--- src/rtl/vid_fetch_if.sv ---
// Memory-arbiter read port used by the video prefetcher.
// Requests are in order; read data returns in request order.
interface vid_fetch_if;
   logic        mem_req;
   logic [17:0] mem_adr;
   logic        mem_ack;
   logic        mem_rvalid;
   logic [31:0] mem_rdata;

   modport master (
      output mem_req, mem_adr,
      input  mem_ack, mem_rvalid, mem_rdata
   );

   modport slave (
      input  mem_req, mem_adr,
      output mem_ack, mem_rvalid, mem_rdata
   );
endinterface

--- src/rtl/vid_fetch.sv ---
// Video line prefetcher: walks a bottom-up framebuffer line by line
// into a word FIFO that the display controller drains on vid_req edges.
module vid_fetch #(
   parameter logic [17:0] BASE  = 18'h3D7E0,
   parameter int          LINES = 768,
   parameter int          DEPTH = 64
) (
   input  logic        clk,
   input  logic        rst,
   input  logic        vsync,
   input  logic        vid_req,
   output logic [31:0] viddata,
   output logic        underrun,
   vid_fetch_if.master mem
);

   localparam int AW = $clog2(DEPTH);
   localparam int CW = AW + 1;
   localparam int LW = (LINES > 1) ? $clog2(LINES) : 1;

   typedef enum logic [1:0] {IDLE, FETCH, DONE} state_t;

   state_t        state, state_n;
   logic          vs_q, vr_q, pop_q;
   logic [31:0]   ram [DEPTH];
   logic [AW-1:0] wp, rp;
   logic [CW-1:0] fifo_count, count_n;
   logic [2:0]    in_flight, in_flight_n;
   logic          stale, stale_n;
   logic [17:0]   line_start;
   logic [4:0]    word;
   logic [LW-1:0] line;

   logic frame_start, acc, ret, push, pop, take;
   logic last, space, req_n;

   always_comb begin
      frame_start = vsync & ~vs_q;
      acc         = mem.mem_req & mem.mem_ack;
      ret         = mem.mem_rvalid & (in_flight != 3'd0);
      push        = ret & ~stale & (state != IDLE) & ~frame_start;
      pop         = pop_q & ~frame_start;
      take        = pop & (fifo_count != '0);
      last        = (word == 5'd31) && (line == LW'(LINES - 1));
      in_flight_n = in_flight + {2'b0, acc} - {2'b0, ret};
      // reads issued before a flush must drain before refetching
      stale_n     = (frame_start | stale) & (in_flight_n != 3'd0);
      count_n     = frame_start ? '0
                  : fifo_count + CW'(push) - CW'(take);
      state_n     = state;
      if (frame_start)
         state_n = FETCH;
      else if (state == FETCH && acc && last)
         state_n = DONE;
      space = ({1'b0, count_n} + (CW+1)'(in_flight_n))
            < (CW+1)'(DEPTH);
      req_n = (state_n == FETCH) & ~stale_n
            & space & ~in_flight_n[2];
   end

   always_ff @(posedge clk)
      if (push)
         ram[wp] <= mem.mem_rdata;

   always_ff @(posedge clk or negedge rst) begin
      if (!rst) begin
         state      <= IDLE;
         vs_q       <= 1'b0;
         vr_q       <= 1'b0;
         pop_q      <= 1'b0;
         wp         <= '0;
         rp         <= '0;
         fifo_count <= '0;
         in_flight  <= 3'd0;
         stale      <= 1'b0;
         line_start <= BASE;
         word       <= 5'd0;
         line       <= '0;
         viddata    <= 32'h0;
         underrun   <= 1'b0;
         mem.mem_req <= 1'b0;
         mem.mem_adr <= BASE;
      end else begin
         vs_q        <= vsync;
         vr_q        <= vid_req;
         pop_q       <= vid_req & ~vr_q;
         state       <= state_n;
         in_flight   <= in_flight_n;
         stale       <= stale_n;
         fifo_count  <= count_n;
         mem.mem_req <= req_n;
         if (frame_start) begin
            wp          <= '0;
            rp          <= '0;
            underrun    <= 1'b0;
            word        <= 5'd0;
            line        <= '0;
            line_start  <= BASE;
            mem.mem_adr <= BASE;
         end else begin
            if (push)
               wp <= wp + 1'b1;
            if (take)
               rp <= rp + 1'b1;
            if (pop) begin
               viddata <= take ? ram[rp] : 32'h0;
               if (!take)
                  underrun <= 1'b1;
            end
            // lines descend in memory; words ascend within a line
            if (acc && !last) begin
               if (word == 5'd31) begin
                  line_start  <= line_start - 18'd32;
                  mem.mem_adr <= line_start - 18'd32;
                  word        <= 5'd0;
                  line        <= line + 1'b1;
               end else begin
                  word        <= word + 5'd1;
                  mem.mem_adr <= mem.mem_adr + 18'd1;
               end
            end
         end
      end
   end

endmodule

--- src/flat_wrapper.sv ---
// flat-port wrapper written by rule: the top's interface ports become plain ports
module vid_fetch_flat 
#(
   parameter logic [17:0] BASE  = 18'h3D7E0,
   parameter int          LINES = 768,
   parameter int          DEPTH = 64
)
  (clk, rst, vsync, vid_req, viddata, underrun, mem_mem_req, mem_mem_adr, mem_mem_ack, mem_mem_rvalid, mem_mem_rdata);
  vid_fetch_if mem_i ();
  input  logic clk;
  input  logic rst;
  input  logic vsync;
  input  logic vid_req;
  output logic [31:0] viddata;
  output logic underrun;
  output wire logic [$bits(mem_i.mem_req)-1:0] mem_mem_req;
  output wire logic [$bits(mem_i.mem_adr)-1:0] mem_mem_adr;
  input wire logic [$bits(mem_i.mem_ack)-1:0] mem_mem_ack;
  input wire logic [$bits(mem_i.mem_rvalid)-1:0] mem_mem_rvalid;
  input wire logic [$bits(mem_i.mem_rdata)-1:0] mem_mem_rdata;
  assign mem_mem_req = mem_i.mem_req;
  assign mem_mem_adr = mem_i.mem_adr;
  assign mem_i.mem_ack = mem_mem_ack;
  assign mem_i.mem_rvalid = mem_mem_rvalid;
  assign mem_i.mem_rdata = mem_mem_rdata;
  vid_fetch #(.BASE(BASE), .LINES(LINES), .DEPTH(DEPTH)) u_core (.clk(clk), .rst(rst), .vsync(vsync), .vid_req(vid_req), .viddata(viddata), .underrun(underrun), .mem(mem_i));
endmodule
--- config.mk ---
export PLATFORM = sky130hd
export DESIGN_NAME = vid_fetch_flat
export DESIGN_NICKNAME = d
export VERILOG_FILES = /design/src/rtl/vid_fetch_if.sv /design/src/rtl/vid_fetch.sv /design/src/flat_wrapper.sv
export SDC_FILE = /design/constraint.sdc
export NUM_CORES = 2
export LEC_CHECK = 0
export BUFFER_PORTS_ARGS = -buffer_cell sky130_fd_sc_hd__buf_2
export CAP_MARGIN = 30
export CORE_MARGIN = 1
export CORE_UTILIZATION = 63
export CTS_CLUSTER_SIZE = 25
export DETAILED_ROUTE_END_ITERATION = 10
export GPL_TIMING_DRIVEN = 0
export HOLD_SLACK_MARGIN = 0.03
export PLACE_DENSITY_LB_ADDON = 0.2
export SLEW_MARGIN = 20
export SYNTH_ARGS = -nofsm -noshare
export SYNTH_HDL_FRONTEND = slang
export SYNTH_SLANG_ARGS = --single-unit
--- constraint.sdc ---
create_clock -name clk -period 4.6 [get_ports clk]
set_input_delay 0.23 -clock clk [delete_from_list [all_inputs] [get_ports clk]]
set_output_delay 0.23 -clock clk [all_outputs]
set_load 0.01 [all_outputs]
==> flow_summary.json <==
{
  "status": "complete, no violations",
  "insertion_delay_ns": 0.85,
  "synth_area_um2": 83600,
  "ys.flop_type": "edfxtp_1",
  "p_per_area_nw_per_um2": 521,
  "wire_per_inst_um": 37.5,
  "synth_cell_types": 71,
  "ios": 90,
  "cp-start-kind": "register",
  "hold_path_class": "in2reg",
  "period_share": 0.917,
  "max-cap-violations": 0,
  "overflow": 0,
  "routed_via_density": 7.17,
  "dieHeight_um": 366,
  "path_depth": 16,
  "dr_total_vias": 45700,
  "grt_use_total": 0.359,
  "antenna_found_initial": 15,
  "initial_core_util": 0.635,
  "grt_max_degree": 65,
  "drv_slew": 0,
  "reg2reg_depth": 16,
  "seq_area_frac_synth": 0.768,
  "critical_path.startpoint": "u_core.fifo_count[4]",
  "setup.worst_path.class": "reg2reg",
  "layout_common_cells": "edfxtp_1 (2,048), mux4_2 (451), clkbuf_16 (211), mux2i_1 (165), clkbuf_1 (157)",
  "rows": 133,
  "synth-edff-count": 2048,
  "hold_violations": 0,
  "layout-drive-gt1-share": 0.249,
  "die-area_um2": 134000,
  "slowest_delay_ns": 0.58,
  "min_period_ns": 4.22,
  "async_flop_share": 0.0501,
  "cts_root_buffer": "clkbuf_16",
  "cts_setup_buffers": 0,
  "finalSetupViolCount": 0,
  "crit_chain": "inv_1 -> ha_1 -> nand2_1 -> or4_1 -> nand2_1 -> inv_1 -> ha_1 -> inv_1 -> ha_1 -> fa_1 -> and2_1 -> ha_1 -> a31o_2 -> a21oi_1 -> nor3_1 -> a311oi_1",
  "ys_warn_count": 0,
  "dieWidth_um": 366,
  "place_area_um2": 88700,
  "globalRouteMet1Util": 0.482,
  "drt_iter0_markers": 7679,
  "core_um2": 132000,
  "cpMostUsedCell": "ha_1",
  "r2r-start": "u_core.fifo_count[4]",
  "cts_buffers": 206,
  "nets": 4490,
  "cts_tree": "built",
  "ys_ff_latch": 2156,
  "io_buffers": 89,
  "reg2reg_to": "u_core.mem.mem_req",
  "crit_path_top_delay_cell": "or4_1",
  "path_delay_family": "adder cells",
  "syn_nets": 4065,
  "synth_cells": 4005,
  "cp_num_buf_inv": 3,
  "grt_pass1_vias": 44200,
  "busiest_layer": "met2",
  "irDropWorstVdd_mv": 0.404,
  "required_ns": 5.31,
  "final_common_cell": "edfxtp_1",
  "cp.arrival_ns": 4.93,
  "met2_usage": 0.532,
  "finish.instance_area_um2": 95700,
  "drt_first_pass_iters": 8,
  "fin_worst_skew_ns": 0.0359,
  "cp-end-kind": "register",
  "setup.worst_path.end": "u_core.mem.mem_req",
  "cts.path.max_buffers": 3,
  "use_met3": 0.117,
  "whs_ns": 0.0612,
  "rrSetupSlack_ns": 0.38,
  "place_congestion": 1.03,
  "wl_mm": 239,
  "htreeDepth": 4,
  "grt_pass1_wl_mm": 331,
  "hpwl_mm": 153,
  "worst_pin_slew_ns": 1.14,
  "rsz0062_at_grt": "false",
  "syn2layout_area_growth_pct": 14.5,
  "max_freq_mhz": 237,
  "slew_headroom": 0.241,
  "crit_fanout": 7,
  "fillers": 7348,
  "clock_sinks": 2156,
  "postSynthAreaPerCell_um2": 20.9,
  "cts.clk_slew.worst_paths_ns": 0.06,
  "ant_nets": 0,
  "route.detailed.drc": 0,
  "p_leak_uw": 0.0306
}
## through the flow
step | setup WS [ns] | util | setup TNS [ns] | total power, µW | cells
6_report | 0.383 | 0.727 | 0 | 49900 | 6377
5_1_grt | 0.173 | 0.727 | 0 | 50800 | 6365
4_1_cts | 0.377 | 0.726 | 0 | 49500 | 6355
3_5_place_dp | 0.434 | 0.674 | 0 | 33300 | 5933
3_3_place_gp | -1.38 | 0.655 | -2057.30 | 33000 | 5849
2_1_floorplan | 1.17 | - | 0 | 29000 | 4005
## timing repair
item | 4_1_cts | 5_1_grt
hold endpoints to repair | 919 | 122
gates resized for setup | 0 | 0
hold buffers | 35 | 3
## synthesized netlist by cell type (all sizes together) (4+ instances only)
library cell,n,area [µm²]
dfstp,22,578
or3,10,62.6
and2,11,68.8
o221ai,17,149
nor4,6,43.8
xnor2,21,184
o211ai,12,90.1
o2111a,16,180
mux4,451,10200
inv,24,90.1
a221oi,20,175
nor3b,5,37.5
clkbuf,107,402
and3,10,62.6
xor2,19,166
edfxtp,2048,61500
mux2i,165,1650
a21oi,98,490
nand3,41,205
ha,20,250
nor2,126,478
a31oi,20,125
a221o,16,160
nand2b,5,31.3
nand4,39,244
buf,120,786
a22oi,141,1060
or2,5,31.3
a22o,50,438
o2111ai,4,35.0
dfrtp,86,2150
o21ai,69,345
mux2,15,176
o22ai,5,31.3
nor3,23,115
nor2b,15,93.8
nand2,100,375
## state kept, by name (all words and copies together) (netlist names)
signal / flops
u_core.underrun: 1
u_core.viddata: 32
u_core.vs_q: 1
u_core.line: 10
u_core.word: 5
u_core.stale: 1
u_core.pop_q: 1
u_core.mem.mem_adr: 18
u_core.fifo_count: 7
u_core.mem.mem_req: 1
u_core.ram: 2048
u_core.in_flight: 3
u_core.line_start: 13
u_core.rp: 6
u_core.vr_q: 1
u_core.wp: 6
u_core.state: 2
## where the power goes
part | switching [µW] | internal (µW) | leakage [µW]
sequential | 662 | 21800 | 0.0198
clock | 7280 | 9200 | 0.00321
combinational | 6560 | 4390 | 0.00759
## worst min path at each step
stage	from	end	slack, ns	depth (start not counted)
2_1_floorplan	rst	u_core.fifo_count[0]	-0.07	0
6_report	mem_mem_rdata[25]	u_core.ram[18][25]	0.06	1
3_3_place_gp	vsync	u_core.vs_q	0.36	1
4_1_cts	mem_mem_rdata[25]	u_core.ram[22][25]	0.03	1
3_5_place_dp	rst	u_core.viddata[18]	0.23	1
5_1_grt	mem_mem_rdata[25]	u_core.ram[18][25]	0.05	1
## worst register-to-register path, stage by stage, from the launching register on
cell,delay [ns]
dfrtp_1,0.39
inv_1,0.08
ha_1,0.15
nand2_1,0.08
or4_1,0.58
nand2_1,0.35
inv_1,0.24
ha_1,0.33
inv_1,0.04
ha_1,0.20
fa_1,0.46
and2_1,0.17
ha_1,0.27
a31o_2,0.23
a21oi_1,0.15
nor3_1,0.07
a311oi_1,0.31
## final cells by class
cell class | instances | area [µm²] | share of cell area
Antenna cell | 13 | 32.5 | 0.000340
Buffer | 227 | 1190 | 0.0124
Clock buffer | 266 | 5520 | 0.0576
Clock inverter | 121 | 1010 | 0.0105
Inverter | 25 | 93.8 | 0.000981
Multi-Input combinational cell | 1597 | 18600 | 0.194
Sequential cell | 2156 | 64200 | 0.671
Tap cell | 1755 | 2200 | 0.0229
Timing Repair Buffer | 217 | 2840 | 0.0297
## cells by family (layout without fill, tap and decap cells)
family / after synthesis / count (layout) / synth area share
other cells: 0 / 13 / 0
flops: 2156 / 2156 / 0.768
fa+ha+maj: 22 / 22 / 0.00347
mux: 631 / 631 / 0.143
simple gates: 410 / 410 / 0.0235
compound gates: 494 / 494 / 0.0418
buf+inv: 252 / 856 / 0.0153
xor+xnor: 40 / 40 / 0.00419
## per-layer routing
layer | part of all wire | vias up
li1 | - | 17700
met1 | 0.34 | 23400
met2 | 0.45 | 3907
met3 | 0.14 | 692
met4 | 0.060 | 6
met5 | 0.00014 | -
(Power assumes the default switching activity.)
